[config.mk]
export PLATFORM = sky130hd
export DESIGN_NAME = ecc_error_campaign_ctrl_flat
export DESIGN_NICKNAME = d
export VERILOG_FILES = /design/src/rtl/ecc_error_campaign_ctrl_pkg.sv /design/src/rtl/ecc_error_campaign_ctrl_if.sv /design/src/rtl/ecc_error_campaign_ctrl_channel.sv /design/src/rtl/ecc_error_campaign_ctrl.sv /design/src/flat_wrapper.sv
export SDC_FILE = /design/constraint.sdc
export NUM_CORES = 1
export LEC_CHECK = 0
export ABC_AREA = 0
export CORE_ASPECT_RATIO = 0.6
export CORE_MARGIN = 2
export CORE_UTILIZATION = 52
export CTS_BUF_LIST = sky130_fd_sc_hd__clkbuf_8
export DETAILED_ROUTE_END_ITERATION = 8
export GPL_TIMING_DRIVEN = 0
export PLACE_DENSITY = 0.94
export SLEW_MARGIN = 20
export SYNTH_ARGS = -nofsm -noshare
export SYNTH_HDL_FRONTEND = slang
export SYNTH_HIERARCHICAL = 1
export SYNTH_SLANG_ARGS = --single-unit
[constraint.sdc]
create_clock -name clk -period 2.84 [get_ports clk]
set_input_delay 0.426 -clock clk [delete_from_list [all_inputs] [get_ports clk]]
set_output_delay 0.426 -clock clk [all_outputs]
set_load 0.01 [all_outputs]
[src/rtl/ecc_error_campaign_ctrl_pkg.sv]
// Shared types for the ECC error-injection campaign sequencer.
package ecc_campaign_pkg;

  typedef enum logic [1:0] {
    IDLE   = 2'd0,
    SINGLE = 2'd1,
    DOUBLE = 2'd2,
    DONE   = 2'd3
  } state_e;

  typedef enum logic [1:0] {
    ERR_NONE   = 2'd0,
    ERR_SINGLE = 2'd1,
    ERR_DOUBLE = 2'd2
  } err_kind_e;

  // Length of a campaign for a given codeword width and phase selection.
  function automatic int unsigned num_patterns(input int unsigned dw,
                                               input logic single_en,
                                               input logic double_en);
    int unsigned n;
    n = 0;
    if (single_en) n = n + dw;
    if (double_en) n = n + (dw * (dw - 1)) / 2;
    return n;
  endfunction

endpackage

[src/rtl/ecc_error_campaign_ctrl_if.sv]
// Upstream/downstream word streams of the campaign sequencer, incl. error sideband.
interface ecc_error_campaign_ctrl_if #(
  parameter int unsigned DATA_WIDTH = 39,
  parameter int unsigned POS_W      = $clog2(DATA_WIDTH)
);
  logic                  in_valid;
  logic                  in_ready;
  logic [DATA_WIDTH-1:0] in_data;
  logic                  out_valid;
  logic                  out_ready;
  logic [DATA_WIDTH-1:0] out_data;
  logic [1:0]            out_err_kind;
  logic [POS_W-1:0]      out_pos1;
  logic [POS_W-1:0]      out_pos2;

  // master: the environment feeding words in and consuming corrupted words
  modport master (
    output in_valid, in_data, out_ready,
    input  in_ready, out_valid, out_data, out_err_kind, out_pos1, out_pos2
  );

  modport slave (
    input  in_valid, in_data, out_ready,
    output in_ready, out_valid, out_data, out_err_kind, out_pos1, out_pos2
  );
endinterface

[src/rtl/ecc_error_campaign_ctrl_channel.sv]
// Combinational channel: flips bit pos1, and also pos2 when sed_ded is set.
module channel_model #(
  parameter int unsigned DATA_WIDTH = 39,
  parameter int unsigned POS_W      = $clog2(DATA_WIDTH)
) (
  input  logic [DATA_WIDTH-1:0] i_data,
  input  logic [POS_W-1:0]      i_pos1,
  input  logic [POS_W-1:0]      i_pos2,
  input  logic                  i_sed_ded,
  output logic [DATA_WIDTH-1:0] o_data
);
  logic [DATA_WIDTH-1:0] w_mask;

  always_comb begin
    w_mask         = '0;
    w_mask[i_pos1] = 1'b1;
    if (i_sed_ded) w_mask[i_pos2] = 1'b1;
  end

  assign o_data = i_data ^ w_mask;
endmodule

[src/rtl/ecc_error_campaign_ctrl.sv]
// Error-injection campaign sequencer: every single-bit flip, then every distinct bit pair,
// one pattern per accepted word; bypass outside a campaign.
module ecc_error_campaign_ctrl
  import ecc_campaign_pkg::*;
#(
  parameter int unsigned DATA_WIDTH = 39,
  parameter int unsigned POS_W      = $clog2(DATA_WIDTH),
  parameter int unsigned CNT_W      = $clog2(DATA_WIDTH * (DATA_WIDTH + 1) / 2 + 1)
) (
  input  logic                      clk,
  input  logic                      rst_n,
  input  logic                      start,
  input  logic                      abort,
  input  logic                      cfg_single_en,
  input  logic                      cfg_double_en,
  ecc_error_campaign_ctrl_if.slave  bus,
  output logic                      busy,
  output logic                      done,
  output logic [CNT_W-1:0]          pattern_cnt
);
  localparam logic [POS_W-1:0] LAST_POS = POS_W'(DATA_WIDTH - 1);
  localparam logic [POS_W-1:0] PEN_POS  = POS_W'(DATA_WIDTH - 2);

  state_e                r_state;
  logic [POS_W-1:0]      r_p1;
  logic [POS_W-1:0]      r_p2;
  logic                  r_cfg_double;
  logic [CNT_W-1:0]      r_cnt;
  logic                  r_busy;
  logic                  r_done;
  logic                  r_out_valid;
  logic [DATA_WIDTH-1:0] r_out_data;
  err_kind_e             r_out_kind;
  logic [POS_W-1:0]      r_out_pos1;
  logic [POS_W-1:0]      r_out_pos2;

  logic                  w_in_ready;
  logic                  w_accept;
  logic                  w_sed_ded;
  logic [DATA_WIDTH-1:0] w_chan_data;
  logic [DATA_WIDTH-1:0] w_out_data;
  err_kind_e             w_out_kind;
  logic [POS_W-1:0]      w_out_pos1;
  logic [POS_W-1:0]      w_out_pos2;

  assign w_in_ready = !r_out_valid || bus.out_ready;
  assign w_accept   = bus.in_valid && w_in_ready;
  assign w_sed_ded  = (r_state == DOUBLE);

  channel_model #(
    .DATA_WIDTH (DATA_WIDTH),
    .POS_W      (POS_W)
  ) u_channel (
    .i_data    (bus.in_data),
    .i_pos1    (r_p1),
    .i_pos2    (r_p2),
    .i_sed_ded (w_sed_ded),
    .o_data    (w_chan_data)
  );

  // The pattern follows the pre-edge state, so abort/start cycles see the current pattern.
  always_comb begin
    w_out_data = bus.in_data;
    w_out_kind = ERR_NONE;
    w_out_pos1 = '0;
    w_out_pos2 = '0;
    case (r_state)
      SINGLE: begin
        w_out_data = w_chan_data;
        w_out_kind = ERR_SINGLE;
        w_out_pos1 = r_p1;
      end
      DOUBLE: begin
        w_out_data = w_chan_data;
        w_out_kind = ERR_DOUBLE;
        w_out_pos1 = r_p1;
        w_out_pos2 = r_p2;
      end
      default: ;
    endcase
  end

  always_ff @(posedge clk or negedge rst_n) begin
    if (!rst_n) begin
      r_state      <= IDLE;
      r_p1         <= '0;
      r_p2         <= '0;
      r_cfg_double <= 1'b0;
      r_cnt        <= '0;
      r_busy       <= 1'b0;
      r_done       <= 1'b0;
      r_out_valid  <= 1'b0;
      r_out_data   <= '0;
      r_out_kind   <= ERR_NONE;
      r_out_pos1   <= '0;
      r_out_pos2   <= '0;
    end else begin
      if (w_accept) begin
        r_out_valid <= 1'b1;
        r_out_data  <= w_out_data;
        r_out_kind  <= w_out_kind;
        r_out_pos1  <= w_out_pos1;
        r_out_pos2  <= w_out_pos2;
      end else if (bus.out_ready) begin
        r_out_valid <= 1'b0;
      end

      if (abort) begin
        r_state <= IDLE;
        r_busy  <= 1'b0;
        r_done  <= 1'b0;
      end else if (start && (r_state == IDLE || r_state == DONE)) begin
        r_cfg_double <= cfg_double_en;
        r_cnt        <= '0;
        r_p1         <= '0;
        r_p2         <= POS_W'(1);
        if (cfg_single_en) begin
          r_state <= SINGLE;
          r_busy  <= 1'b1;
          r_done  <= 1'b0;
        end else if (cfg_double_en) begin
          r_state <= DOUBLE;
          r_busy  <= 1'b1;
          r_done  <= 1'b0;
        end else begin
          r_state <= DONE;
          r_busy  <= 1'b0;
          r_done  <= 1'b1;
        end
      end else if (w_accept && r_state == SINGLE) begin
        r_cnt <= r_cnt + CNT_W'(1);
        if (r_p1 == LAST_POS) begin
          r_p1 <= '0;
          r_p2 <= POS_W'(1);
          if (r_cfg_double) begin
            r_state <= DOUBLE;
          end else begin
            r_state <= DONE;
            r_busy  <= 1'b0;
            r_done  <= 1'b1;
          end
        end else begin
          r_p1 <= r_p1 + POS_W'(1);
        end
      end else if (w_accept && r_state == DOUBLE) begin
        r_cnt <= r_cnt + CNT_W'(1);
        if (r_p2 == LAST_POS) begin
          if (r_p1 == PEN_POS) begin
            r_state <= DONE;
            r_busy  <= 1'b0;
            r_done  <= 1'b1;
          end else begin
            r_p1 <= r_p1 + POS_W'(1);
            r_p2 <= r_p1 + POS_W'(2);
          end
        end else begin
          r_p2 <= r_p2 + POS_W'(1);
        end
      end
    end
  end

  assign bus.in_ready     = w_in_ready;
  assign bus.out_valid    = r_out_valid;
  assign bus.out_data     = r_out_data;
  assign bus.out_err_kind = r_out_kind;
  assign bus.out_pos1     = r_out_pos1;
  assign bus.out_pos2     = r_out_pos2;
  assign busy             = r_busy;
  assign done             = r_done;
  assign pattern_cnt      = r_cnt;
endmodule

[src/flat_wrapper.sv]
// flat-port wrapper written by rule: the top's interface ports become plain ports
module ecc_error_campaign_ctrl_flat import ecc_campaign_pkg::*;
#(
  parameter int unsigned DATA_WIDTH = 39,
  parameter int unsigned POS_W      = $clog2(DATA_WIDTH),
  parameter int unsigned CNT_W      = $clog2(DATA_WIDTH * (DATA_WIDTH + 1) / 2 + 1)
)
  (clk, rst_n, start, abort, cfg_single_en, cfg_double_en, busy, done, pattern_cnt, bus_in_valid, bus_in_data, bus_out_ready, bus_in_ready, bus_out_valid, bus_out_data, bus_out_err_kind, bus_out_pos1, bus_out_pos2);
  ecc_error_campaign_ctrl_if #(.DATA_WIDTH(DATA_WIDTH), .POS_W(POS_W)) bus_i ();
  input  logic clk;
  input  logic rst_n;
  input  logic start;
  input  logic abort;
  input  logic cfg_single_en;
  input  logic cfg_double_en;
  output logic busy;
  output logic done;
  output logic [CNT_W-1:0] pattern_cnt;
  input wire logic [$bits(bus_i.in_valid)-1:0] bus_in_valid;
  input wire logic [$bits(bus_i.in_data)-1:0] bus_in_data;
  input wire logic [$bits(bus_i.out_ready)-1:0] bus_out_ready;
  output wire logic [$bits(bus_i.in_ready)-1:0] bus_in_ready;
  output wire logic [$bits(bus_i.out_valid)-1:0] bus_out_valid;
  output wire logic [$bits(bus_i.out_data)-1:0] bus_out_data;
  output wire logic [$bits(bus_i.out_err_kind)-1:0] bus_out_err_kind;
  output wire logic [$bits(bus_i.out_pos1)-1:0] bus_out_pos1;
  output wire logic [$bits(bus_i.out_pos2)-1:0] bus_out_pos2;
  assign bus_i.in_valid = bus_in_valid;
  assign bus_i.in_data = bus_in_data;
  assign bus_i.out_ready = bus_out_ready;
  assign bus_in_ready = bus_i.in_ready;
  assign bus_out_valid = bus_i.out_valid;
  assign bus_out_data = bus_i.out_data;
  assign bus_out_err_kind = bus_i.out_err_kind;
  assign bus_out_pos1 = bus_i.out_pos1;
  assign bus_out_pos2 = bus_i.out_pos2;
  ecc_error_campaign_ctrl #(.DATA_WIDTH(DATA_WIDTH), .POS_W(POS_W), .CNT_W(CNT_W)) u_core (.clk(clk), .rst_n(rst_n), .start(start), .abort(abort), .cfg_single_en(cfg_single_en), .cfg_double_en(cfg_double_en), .bus(bus_i), .busy(busy), .done(done), .pattern_cnt(pattern_cnt));
endmodule
# Yosys cells after proc, flatten, opt, wreduce, memory -nomap -nowiden
# Cells that the tools add are included.
[op_classes] order_cmp=4 eq_ne=11 add_sub_neg=4 reduce_logical=23 bitwise=3 mux=56
[op_table] cell="2-to-1 mux 6 bit" count=14
[op_table] cell="2-to-1 mux 39 bit" count=2
[op_table] cell="OR 39 bit" count=1
[op_table] cell="bitwise XOR 39 bit" count=1
[op_table] cell="2-to-1 mux 10 bit" count=3
[op_table] cell="2-to-1 mux 1 bit" count=26
[op_table] cell="== test 6 bit (second input constant)" count=3
[op_table] cell="2-to-1 mux 2 bit" count=8
[op_table] cell="< comparator 6 x 7 -> 1 bit (second input constant)" count=2
[op_table] cell="adder 6 x 1 -> 6 bit (second input constant)" count=2
[op_table] cell="demux 1 bit (select 6 bit)" count=2
[op_table] cell=">= comparator 6 x 1 -> 1 bit (second input constant)" count=2
[op_table] cell="AND reduction 4 bit" count=3
[op_table] cell="nonzero test 4 bit" count=3
[op_table] cell="adder 10 x 1 -> 10 bit (second input constant)" count=1
[op_table] cell="adder 6 x 2 -> 6 bit (second input constant)" count=1
[op_table] cell="logical AND 1 bit" count=6
[op_table] cell="nonzero test 3 bit" count=2
[op_table] cell="AND reduction 5 bit" count=1
[op_table] cell="== test 2 bit (second input constant)" count=2
[op_table] cell="!= test 4 x 2 -> 1 bit (second input constant)" count=1
[op_table] cell="!= test 4 x 3 -> 1 bit (second input constant)" count=1
[op_table] cell="!= test 4 bit (second input constant)" count=1
[op_table] cell="case mux 2 bit (2 select lines)" count=1
[op_table] cell="other kinds (10)" count=12
[totals] word_cells=113 out_inout_bits=67 register_bits=81 input_bits=47

# Depth between registers and ports, before layout
[depth] word_depth=8 ltp_mapped=9 ltp_nobuf=7

# Cells and area by module
# Netlist, hierarchy kept.
[by_module_without_submodules] mod="ecc_error_campaign_ctrl" area_per_inst_um2=4107.7 cells_per_inst=418 seq_area_each_um2=2026.9 instances=1
[by_module_without_submodules] mod="channel_model" area_per_inst_um2=832.0 cells_per_inst=112 seq_area_each_um2=0.0 instances=1

# Least setup slack after synthesis
# Ideal clock, no wire load.
[synth_path] path_type="reg-to-reg" startpoint="register u_core.r_state[0]" endpoint="register u_core.r_p2[0]" path_buffers=1 slack_ps=562 synth_period_minus_slack_ps=2278 required_ps=2697 arrival_time_ps=2134 setup_ps=143 path_stages_with_launch=9 path_cell_list="dfrtp_1 -> inv_1 -> ha_1 -> clkbuf_1 -> nor2b_1 -> a311oi_4 -> or3_4 -> a2111oi_4 -> a22oi_2"
[synth_between] word_cells_on_any_way=14 cone_classes="5 x eq/ne; 2 x mux; 7 x reduce/logical"
[synth_lines] element="start, declared" line="ecc_error_campaign_ctrl.sv:24" source="state_e r_state;"
[synth_lines] element="start signal, assigned" line="ecc_error_campaign_ctrl.sv:85" source="r_state <= IDLE;"
[synth_lines] element="start signal, assigned" line="ecc_error_campaign_ctrl.sv:109" source="r_state <= IDLE;"
[synth_lines] element="start signal, assigned" line="ecc_error_campaign_ctrl.sv:118" source="r_state <= SINGLE;"
[synth_lines] element="== test 2 bit"
[synth_lines] element="via u_core.w_sed_ded" line="ecc_error_campaign_ctrl.sv:39" source="logic w_sed_ded;"
[synth_lines] element="logical AND 1 bit" line="ecc_error_campaign_ctrl.sv:145" source="end else if (w_accept && r_state == DOUBLE) begin"
[synth_lines] element="nonzero test 3 bit (no source line)"
[synth_lines] element="AND reduction 4 bit (no source line)"
[synth_lines] element="end signal, assigned" line="ecc_error_campaign_ctrl.sv:154" source="r_p2 <= r_p1 + POS_W'(2);"
[synth_lines] element="end signal, assigned" line="ecc_error_campaign_ctrl.sv:157" source="r_p2 <= r_p2 + POS_W'(1);"
[synth_lines] element="end, declared" line="ecc_error_campaign_ctrl.sv:26" source="logic [POS_W-1:0] r_p2;"
# The timed path passes the listed nets, and every way through them passes these cells.
# A chain may end at the register's enable or synchronous reset.

# Worst setup path in the final report
# Ends and elaborated chain as after synthesis.

==> key figures <==
Floorplan
  • Chip Height: 79.5 um
  • Placeable Area: 9190 um^2
  • Site Rows: 27
  • DIE WIDTH: 130 um
  • IO Count: 114
  • Die area: 10,300 um^2
  • Starting Density: 53.8%

Pwr
  • Seq pwr share: 38.5%
  • Combinational share of power: 40.6%
  • Clk pwr share: 21.0%
  • Peak supply drop: 0.332 mV
  • Int Power: 2.74 mW
  • Leak: 2.78 nW
  • Sw frac: 38.1%
  • Switch Pwr: 1.69 mW
  • Power Dens Cells: 686 nW/um^2

STA
  • RSZ-0062 raised after global routing: false
  • Min Tclk post-route: 2.63 ns
  • Layout Skew: 0.0118 ns
  • Min Hold Slack: 0.0232 ns
  • Slew at the pin closest to its max-slew limit: 0.729 ns
  • Final setup viols: 0
  • Peak Freq: 380 MHz
  • Sum Neg Setup Slack: 0 ns
  • Final hold vios: 0
  • Final slew viol count: 0
  • Slew HR: 51.4%
  • Period utilisation layout: 92.6%

Synthesis
  • Most used flip-flop cell after synthesis: dfrtp_1
  • Yosys Warn Count: 6
  • Mapped cell area: 4940 um^2
  • Post-Syn Instances: 530
  • EDFF count, synth: 0
  • Post-synthesis sequential area ratio: 41.0%
  • Post-synthesis area per instance: 9.32 um^2
  • Synth Register Bits: 81
  • Fraction of registers with async set or reset after synthesis: 100%
  • Yosys cell types: 58
  • Syn_nets: 587

Route
  • Initial DRC count: 672
  • Routed vias: 4,759
  • WL/cell: 18.6 um
  • Remaining DRCs: 0
  • Via/cell ratio: 6.04
  • Post-Route WL: 14,600 um
  • Routed Antenna Nets: 0
  • TritonRoute pass-1 iters: 6

Clock network
  • Reg clk slew, reported paths: 0.08 ns
  • Clock root cell: clkbuf_8
  • Clk sinks: 81
  • Worst skew pair latency: 0.37 ns
  • Setup Fix Bufs, Post-CTS: 0
  • CTS tree: built
  • CTS Buf Count: 9
  • H-tree Lvls: 3
  • Clock buffer depth: 2

Worst setup path
  • Crit end category: flip-flop
  • Crit-path max cell delay: 0.45 ns
  • Cells along the critical path: inv_1 -> ha_1 -> clkbuf_2 -> nor2b_1 -> a311oi_4 -> or3_4 -> a2111oi_4 -> a22oi_2
  • Crit Path Max Fanout: 9
  • CP Class: flip-flop to flip-flop
  • Slowest cell on the critical path: or3_4
  • CP Data Arrival Time: 2.86 ns
  • WP data required: 3.07 ns
  • Buffers & Inverters on Critical Path: 2
  • Startpoint Class: flip-flop
  • Crit path max-delay family: simple AND/OR/NAND/NOR gates

GRT
  • GRT Residual Overflow: 0
  • Vias in the first global route: 4,469
  • First-pass GRT wire length: 22,700 um
  • Pin count of the biggest net entering global routing: 45
  • GRT Overall Usage: 28.7%
  • Antenna violations before repair: 0

Layout
  • Layout area overhead: 30.6%
  • Post-layout util: 70.2%
  • Share of cells above drive strength 1: 6.38%
  • Diodes inserted: 0
  • Post-route cell area: 6450 um^2
  • Nets: 711
  • Fill cell count: 725

Job
  • MaxCap Viol Count: 0

Placement
  • Port Buffers: 112
  • Routability Congestion: 1.02
  • Final HPWL DP: 10,700 um
  • Placed instance area: 6240 um^2

Outcome
  • Outcome: completed

Worst hold path
  • Hold Crit Class: input port to asynchronous set/reset pin
## layout by cell type, fill, tap and decap left out, types with 5 or more instances in the layout
cell type,instances
a21oi_1,11
clkbuf_1,26
clkbuf_8,10
clkdlybuf4s50_1,111
dfrtp_1,81
ha_1,10
inv_1,13
mux2i_1,39
nand2_1,77
nand3_1,17
nand3b_1,7
nand4_1,6
nor2_1,15
o21ai_0,52
o22ai_1,41
o31ai_1,5
or3_1,5
or3b_2,10
xnor2_1,9
xor2_1,41
## timing repair
action,in CTS,in global routing
hold buffers,0,0
setup endpoints to repair,0,1
resized for setup,0,2
## logic make-up after synthesis
group | after synthesis | share of synthesized area [%]
AOI/OAI and AO/OA | 133 | 17.5
xor gates and xnor gates | 50 | 8.87
adders and majority gates | 10 | 2.53
buffers and inverters | 44 | 3.55
DFF | 81 | 41.0
muxes | 40 | 8.13
and+or+nand+nor | 172 | 18.4
## worst paths after layout
| path | endpoint | start | cells past startpoint | slack (ns) |
|---|---|---|---|---|
| min reg2reg | u_core/bus.out_pos2[4] | u_core/bus.out_pos2[4] | 2 | 0.48 |
| min in group clk | u_core/bus.out_pos2[4] | u_core/bus.out_pos2[4] | 2 | 0.48 |
| min | u_core/pattern_cnt[2] | rst_n | 1 | 0.02 |
| max | u_core/r_p2[0] | u_core/r_state[0] | 8 | 0.21 |
| max in group asynchronous | u_core/r_p1[5] | rst_n | 2 | 2.20 |
| max reg2reg | u_core/r_p2[0] | u_core/r_state[0] | 8 | 0.21 |
## area by class of cell
cell class                 instances  area, um^2  area share, %
timing repair buffer             113        1140           17.6
clock buffer                      10         138           2.13
tap                              130         163           2.52
buffer                            33         135           2.09
inverter                          11        41.3          0.640
clock inverter                     5        72.6           1.12
sequential                        81        2030           31.4
multi-input combinational        405        2740           42.4
## routing by layer
metal  share of wire [%]  track usage (%)
met5                   0                0
met4                 1.7             7.96
met3                  14             9.65
met2                  42             42.3
met1                  43             40.3
## sequential cells by signal, summed over array words and instances, names as in the netlist
name / cells
u_core/done: 1
u_core/bus.out_valid: 1
u_core/r_state: 2
u_core/r_p2: 6
u_core/busy: 1
u_core/bus.out_data: 39
u_core/pattern_cnt: 10
u_core/r_cfg_double: 1
u_core/bus.out_err_kind: 2
u_core/bus.out_pos2: 6
u_core/bus.out_pos1: 6
u_core/r_p1: 6
## per-stage QoR
step	power (mW)	std cells	worst slack, ns
after CTS	4.39	788	0.128
final	4.43	788	0.211
after floorplan	2.64	530	0.562
after global routing	4.64	788	0.117
after detailed placement	3.45	773	0.151
after global placement	3.36	772	-1.43
## cells in the mapped netlist, types with 5 or more instances
master	instances	area [um^2]
o21ai_0	52	260
a21oi_1	11	55.1
ha_1	10	125
o31ai_1	5	37.5
nand3_1	17	85.1
xor2_1	41	359
o22ai_1	41	257
xnor2_1	9	78.8
nor2_1	15	56.3
nand4_1	6	37.5
or3b_2	10	87.6
mux2i_1	39	390
nand2_1	77	289
or3_1	5	31.3
clkbuf_1	27	101
dfrtp_1	81	2030
inv_1	11	41.3
nand3b_1	7	52.6
## power groups by stage
stage	registers, mW	clock network, mW	logic (mW)
4_1_cts	1.69	0.938	1.76
2_1_floorplan	1.72	0	0.915
5_1_grt	1.74	0.978	1.93
6_report	1.70	0.928	1.80
3_5_place_dp	1.71	0	1.74
3_3_place_gp	1.69	0	1.67
Note: power is estimated with default switching activity, not from simulation.
